### src/rtl/mod_exp_sequencer.sv
// Left-to-right square-and-multiply modular exponentiation. Each reduction is
// sent to a shared external modulus unit over a ready/busy/valid handshake.
module mod_exp_sequencer #(
  parameter int WIDTH     = 16,
  parameter int EXP_WIDTH = 16
) (
  input  logic                   clk_in,
  input  logic                   rst_n_in,
  input  logic                   start_in,
  input  logic [WIDTH-1:0]       base_in,
  input  logic [EXP_WIDTH-1:0]   exponent_in,
  input  logic [WIDTH-1:0]       modulus_in,
  output logic [WIDTH-1:0]       result_out,
  output logic                   busy_out,
  output logic                   valid_out,
  output logic                   error_out,
  output logic                   mod_ready_out,
  output logic [2*WIDTH-1:0]     mod_value_out,
  output logic [WIDTH-1:0]       mod_modulus_out,
  input  logic [WIDTH-1:0]       mod_value_in,
  input  logic                   mod_busy_in,
  input  logic                   mod_valid_in
);

  localparam int IW = (EXP_WIDTH > 1) ? $clog2(EXP_WIDTH) : 1;

  typedef enum logic [2:0] {
    S_IDLE,
    S_REDUCE_B,
    S_SQUARE,
    S_MULT,
    S_DONE
  } state_t;

  state_t               state_q, state_d;
  logic                 wait_q, wait_d;   // 0: ISSUE phase, 1: WAIT phase
  logic [WIDTH-1:0]     b_q, m_q, r_q, result_q;
  logic [EXP_WIDTH-1:0] e_q;
  logic [IW-1:0]        i_q;
  logic                 error_q;

  logic                 in_op, accept, capture, last_bit;
  logic [2*WIDTH-1:0]   r_ext, b_ext;

  assign in_op    = (state_q == S_REDUCE_B) || (state_q == S_SQUARE) || (state_q == S_MULT);
  assign accept   = (state_q == S_IDLE) && start_in;
  assign capture  = in_op && wait_q && mod_valid_in;
  assign last_bit = (i_q == '0);
  assign r_ext    = {{WIDTH{1'b0}}, r_q};
  assign b_ext    = {{WIDTH{1'b0}}, b_q};

  // NOTE: sequential state uses non-blocking assignments so every register
  // samples the pre-edge values of the others, independent of process order.
  always_ff @(posedge clk_in) begin
    if (!rst_n_in) begin
      state_q <= S_IDLE;
      wait_q  <= 1'b0;
    end else begin
      state_q <= state_d;
      wait_q  <= wait_d;
    end
  end

  // NOTE: defaults at the top of a combinational block keep every path
  // assigned, so no latch is inferred for state_d / wait_d.
  always_comb begin
    state_d = state_q;
    wait_d  = wait_q;
    case (state_q)
      S_IDLE: begin
        wait_d = 1'b0;
        if (start_in) state_d = (modulus_in == '0) ? S_DONE : S_REDUCE_B;
      end
      S_REDUCE_B, S_SQUARE, S_MULT: begin
        if (!wait_q) begin
          if (!mod_busy_in) wait_d = 1'b1;
        end else if (mod_valid_in) begin
          wait_d = 1'b0;
          case (state_q)
            S_REDUCE_B: state_d = S_SQUARE;
            S_SQUARE:   state_d = e_q[i_q] ? S_MULT : (last_bit ? S_DONE : S_SQUARE);
            default:    state_d = last_bit ? S_DONE : S_SQUARE;
          endcase
        end
      end
      S_DONE:  state_d = S_IDLE;
      default: state_d = S_IDLE;
    endcase
  end

  always_comb begin
    busy_out        = in_op;
    valid_out       = (state_q == S_DONE);
    mod_ready_out   = in_op && !wait_q && !mod_busy_in;
    result_out      = result_q;
    error_out       = error_q;
    mod_modulus_out = m_q;
    case (state_q)
      S_REDUCE_B: mod_value_out = b_ext;
      S_SQUARE:   mod_value_out = r_ext * r_ext;
      S_MULT:     mod_value_out = r_ext * b_ext;
      default:    mod_value_out = '0;
    endcase
  end

  // NOTE: the operand registers are reset too, because every output
  // (including the held result and captured modulus) must read 0 after reset.
  always_ff @(posedge clk_in) begin
    if (!rst_n_in) begin
      b_q      <= '0;
      m_q      <= '0;
      r_q      <= '0;
      e_q      <= '0;
      i_q      <= '0;
      result_q <= '0;
      error_q  <= 1'b0;
    end else begin
      if (accept) begin
        b_q      <= base_in;
        e_q      <= exponent_in;
        m_q      <= modulus_in;
        r_q      <= WIDTH'(1);
        i_q      <= IW'(EXP_WIDTH - 1);
        result_q <= '0;
        error_q  <= (modulus_in == '0);
      end
      if (capture) begin
        if (state_q == S_REDUCE_B) b_q <= mod_value_in;
        else                       r_q <= mod_value_in;
        // Moving on to the next exponent bit
        if (state_q != S_REDUCE_B && state_d == S_SQUARE) i_q <= i_q - 1'b1;
        if (state_d == S_DONE) result_q <= mod_value_in;
      end
    end
  end

endmodule

### config.mk
export PLATFORM = sky130hd
export DESIGN_NAME = mod_exp_sequencer
export DESIGN_NICKNAME = d
export VERILOG_FILES = /design/src/rtl/mod_exp_sequencer.sv
export SDC_FILE = /design/constraint.sdc
export NUM_CORES = 1
export LEC_CHECK = 0
export BUFFER_PORTS_ARGS = -buffer_cell sky130_fd_sc_hd__buf_2
export CELL_PAD_IN_SITES_DETAIL_PLACEMENT = 1
export CELL_PAD_IN_SITES_GLOBAL_PLACEMENT = 2
export CORE_MARGIN = 10
export CORE_UTILIZATION = 39
export CTS_CLUSTER_SIZE = 8
export DETAILED_ROUTE_END_ITERATION = 10
export GPL_ROUTABILITY_DRIVEN = 0
export MAX_ROUTING_LAYER = met4
export PLACE_DENSITY = 0.85
export SYNTH_ARGS = -nofsm -noshare
export SYNTH_HDL_FRONTEND = slang
export SYNTH_SLANG_ARGS = --single-unit
### constraint.sdc
create_clock -name clk_in -period 9.1 [get_ports clk_in]
set_clock_uncertainty 0.05 [all_clocks]
set_input_delay 1.365 -clock clk_in [delete_from_list [all_inputs] [get_ports clk_in]]
set_output_delay 1.365 -clock clk_in [all_outputs]
set_load 0.05 [all_outputs]
Word-level counts from Yosys, hierarchy flattened
Index checks and enable logic that the tools add are counted.
{ "word_totals": {"reg_bits": 89, "in_bits": 69, "output_inout_bits": 68, "wordCells": 62} }
{ "classes": {"add_sub_neg": 1, "mul": 2, "order_cmp": 1, "eq_ne": 7, "mux": 27, "n_reduce_logical": 15} }
{ "op_table": {"columns": ["op", "count"], "rows": [
  ["16-bit two-way mux", 9],
  ["32-bit one-hot mux with 3 select lines", 1],
  ["16-bit by 16-bit multiplier with 32-bit output", 2],
  ["3-bit two-way mux", 6],
  ["16-bit zero test", 1],
  ["4-bit two-way mux", 3],
  ["3-bit one-hot mux with 2 select lines", 2],
  ["3-bit by 2-bit equality test with 1-bit output, second input constant", 3],
  ["3-bit equality test, second input constant", 2],
  ["1-bit logical AND", 6],
  ["4-bit by 5-bit less-than comparator with 1-bit output, second input constant", 1],
  ["1-bit binary-select mux with 4-bit select", 1],
  ["4-bit zero test", 1],
  ["1-bit two-way mux", 4],
  ["4-bit by 1-bit subtractor with 4-bit output, second input constant", 1],
  ["3-bit by 1-bit equality test with 1-bit output, second input constant", 1],
  ["3-bit zero test", 1],
  ["3-bit by 1-bit inequality test with 1-bit output, second input constant", 1],
  ["3-bit OR reduction", 1],
  ["1-bit zero test", 2],
  ["1-bit logical OR", 2],
  ["1-bit one-hot mux with 2 select lines", 1],
  ["2-bit nonzero test", 1]
]} }

Logic depth before layout (Yosys ltp)
{ "depth": {"word_depth": 11, "mapped_depth": 26} }

Worst setup path before layout
Ideal clock, no wire load.
{ "synth_timing": {"path_kind": "register to output", "from": "reg r_q[9]", "to": "out mod_value_out[31]", "arrival_ns": 7.079, "slack_ns": 0.606, "path_stages_with_launch": 23, "n_path_buf": 2, "path_cell_list": "dfxtp_1 > clkbuf_1 > clkbuf_1 > nand2_1 > fa_1 > fa_1 > inv_1 > fa_1 > fa_1 > fa_1 > inv_1 > fa_1 > inv_1 > ha_1 > a211o_1 > a211o_1 > o22a_1 > and3_1 > a21o_1 > o211ai_1 > a41oi_1 > o21a_1 > o31ai_1"} }
{ "synth_between": {"elab_chain_len": 2, "elab_cells_between_ends": 3} }
{ "synth_lines": {"columns": ["item", "line_no", "text"], "rows": [
  ["start, declared", "37", "logic [WIDTH-1:0] b_q, m_q, r_q, result_q;"],
  ["start signal, assigned", "129", "else r_q <= mod_value_in;"],
  ["16-bit by 16-bit multiplier with 32-bit output, on equally long branches", "101, 100", null],
  ["32-bit one-hot mux with 3 select lines (*)", "98", "case (state_q)"],
  ["end, declared", "18", "output logic [2*WIDTH-1:0] mod_value_out,"]
]} }
Every way passes the cells marked *; elsewhere a longest branch is shown, timed or not.

Worst setup path after layout
{ "layout_timing": {"from": "reg r_q[14]", "to": "out mod_value_out[31]"} }
Same word-level chain as after synthesis.

==> results_dict.tcl <==
set metrics [dict create \
    status "completed" \
    antenna_found_initial 5 \
    synthCells 2335 \
    io_pins 137 \
    r2r_cells 5 \
    cp_slowest_stage_delay_ps 910 \
    clkPwrFrac 0.402 \
    clk-insertion-delay-late_ps 350 \
    seq_area_frac_synth 0.08996 \
    wl_per_cell_um 20.17 \
    cp_num_buf_inv 4 \
    drt-total-wl_mm 62.56 \
    period_minus_slack_ps 8764 \
    cp_top_family "adder cells" \
    p_leak_nw 11.61 \
    cap_violations 0 \
    synth_async_sr_flop_share 0 \
    syn_avg_cell_area_sq_um 8.482 \
    place_ws_ps 328.1 \
    slew_headroom 0.1874 \
    cts_root_buf "clkbuf_16" \
    tritoncts "done" \
    dp_hpwl_mm 50.86 \
    portBuffers 136 \
    slowest_stage "dfxtp_1" \
    ant_nets 0 \
    start_kind "register" \
    p_total_mw 1.030 \
    final_cell_mix "inv_1, nand2_1, fa_1" \
    worstPathRequired_ps 7690 \
    grt-ovfl-total 0 \
    layout.nets 3054 \
    p_int_uw 712.6 \
    critPathArrivalTime_ps 7350 \
    pwr-share-seq 0.429 \
    via_per_inst 5.180 \
    cts.path.max_buffers 2 \
    p_comb_frac 0.169 \
    powerDensity_nw_per_um2 47.57 \
    drc 0 \
    hold_viol 0 \
    synth_cell_types 71 \
    path_class "reg -> out" \
    area_growth_pct 9.325 \
    clock.fmax_mhz 114.1 \
    setup_slack_ps 336.5 \
    crit_start "r_q[14]" \
    path_cells "buf_4 > nand2_1 > xnor2_1 > ha_1 > a31o_2 > fa_1 > fa_1 > fa_1 > fa_1 > inv_1 > fa_1 > inv_1 > ha_1 > nand3_1 > nor3_1 > nand2_1 > a21oi_1 > o21ai_0 > a21oi_1 > a31oi_1 > mux2i_1 > o31ai_1 > buf_2" \
    netSwitchingPower_uw 317.3 \
    crit_fanout 14 \
    rsz0062_at_grt "no" \
    htree_num_levels 3 \
    clk_pin_slew_worst_paths_ps 70 \
    crit_top_cell "fa_1" \
    hold_class "reg -> reg" \
    grt_use_total 0.2170 \
    path_depth 23 \
    slew_violations 0 \
    setup_tns_ps 0 \
    synth_flop_cell "dfxtp_1" \
    grt_pass1_wl_mm 100.5 \
    final_common_cell "inv_1" \
    drt_iter0_drc 857 \
    synth-seq-cells 89 \
    power.switching_fraction 0.3081 \
    die_w_um 245.4 \
    grt_max_degree 80 \
    die_area_sq_um 60200 \
    ir_worst_vdd_uv 101.8 \
    timing.final.crit_share 0.9630 \
    setup_viol 0 \
    grt_pass1_vias 18340 \
    hold_ws_ps 410.6 \
    vias 16070 \
    holdPathStages 2 \
    numCtsBuffers 9 \
    die_y_um 245.4 \
    drive_above_1_share 0.1006 \
    syn_nets 2968 \
    hp-start "e_q[10]" \
    firstDrtPassIters 6 \
    synth_edf_count 0 \
    clock_sinks 89 \
    yosysWarnings 0 \
    tightest_slew_ps 1216 \
    initial_utilization 0.3948 \
    syn_area_sq_um 19810 \
    r2r-start "state_q[0]" \
    coreArea_sq_um 50170 \
    row_count 82 \
    cp-end-kind "output pin" \
]
## synthesized netlist by cell type, types with 7 or more instances
| library cell | n | area (sq um) |
|---|---|---|
| xnor2_1 | 32 | 280.3 |
| o31ai_1 | 7 | 52.55 |
| inv_1 | 489 | 1836 |
| and3_1 | 9 | 56.30 |
| nor2b_1 | 12 | 75.07 |
| nor2_1 | 65 | 244.0 |
| o21a_1 | 15 | 112.6 |
| nand3_1 | 58 | 290.3 |
| nand2b_1 | 10 | 62.56 |
| dfxtp_1 | 89 | 1782 |
| nor3_1 | 18 | 90.09 |
| o211a_1 | 16 | 160.2 |
| a211o_1 | 7 | 61.31 |
| a21oi_1 | 89 | 445.4 |
| fa_1 | 356 | 7127 |
| a21boi_0 | 26 | 195.2 |
| a211oi_1 | 14 | 105.1 |
| o21ai_0 | 34 | 170.2 |
| clkbuf_1 | 108 | 405.4 |
| and2_1 | 146 | 913.4 |
| ha_1 | 208 | 2603 |
| o22ai_1 | 15 | 93.84 |
| a21o_1 | 18 | 135.1 |
| nand2_1 | 373 | 1400 |
| xor2_1 | 28 | 245.2 |
## kinds of logic (layout without fill, tap and decap cells)
family          after synthesis  count (layout)  synth area share
compound gates              290             290           0.09919
xor+xnor                     60              60           0.02653
fa+ha+maj                   564             564            0.4913
buf+inv                     606             697            0.1166
flops                        89              89           0.08996
mux                           9               9          0.007834
other cells                   0               4                 0
simple gates                717             717            0.1686
## per-stage QoR
step	cells	util	area [sq um]
after floorplan	2335	-	19810
after global placement	3082	0.4246	21300
after detailed placement	3082	0.4246	21300
after CTS	3098	0.4312	21630
after global routing	3102	0.4316	21650
final	3102	0.4316	21650
## final timing paths
path	slack, ps	end
worst max register to register	5430	b_q[12]
worst min register to register	410	e_q[10]
worst min-delay path	410	e_q[10]
worst max-delay path	340	mod_value_out[31]
## cell type report
type | instances | area, sq um
fillers | 6008 | 28520
clock inverters | 5 | 86.33
flip-flops and latches | 89 | 1795
diodes | 4 | 10.01
multi-input cells | 1640 | 15720
clock buffers | 11 | 242.7
repair buffers | 191 | 1119
well taps | 672 | 840.8
inverters | 490 | 1839
## worst min-delay path: cells and delay by family, from the launching register on
family	cells	cell delay (ps)
AO/OA/AOI/OAI	1	50
flip-flops	1	310
AND/OR/NAND/NOR	1	50
## routing by layer
metal,vias to the layer above,track usage,share of wire
li1,7363,-,-
met1,8323,0.2574,0.43
met2,282,0.3834,0.51
met3,101,0.01977,0.028
met4,0,0.06716,0.030
met5,-,-,0
## flip-flops by register name (all words and copies together) (netlist names)
signal           cells
b_q                 16
e_q                 16
mod_modulus_out     16
r_q                 16
result_out          16
i_q                  4
state_q              3
error_out            1
wait_q               1
## power groups by stage
stage	registers (mW)	logic (mW)	clock network (mW)
3_5_place_dp	0.450	0.173	0
3_3_place_gp	0.448	0.170	0
2_1_floorplan	0.439	0.104	0
4_1_cts	0.441	0.174	0.424
5_1_grt	0.444	0.188	0.435
6_report	0.442	0.174	0.414
## timing repair
action | CTS | global route
resized for setup | 1 | 9
hold buffers | 0 | 0
setup buffers | 0 | 0
endpoints found under the hold margin | 0 | 0
setup endpoints to repair | 2 | 9
No activity file was read; power rests on OpenSTA's default activity.
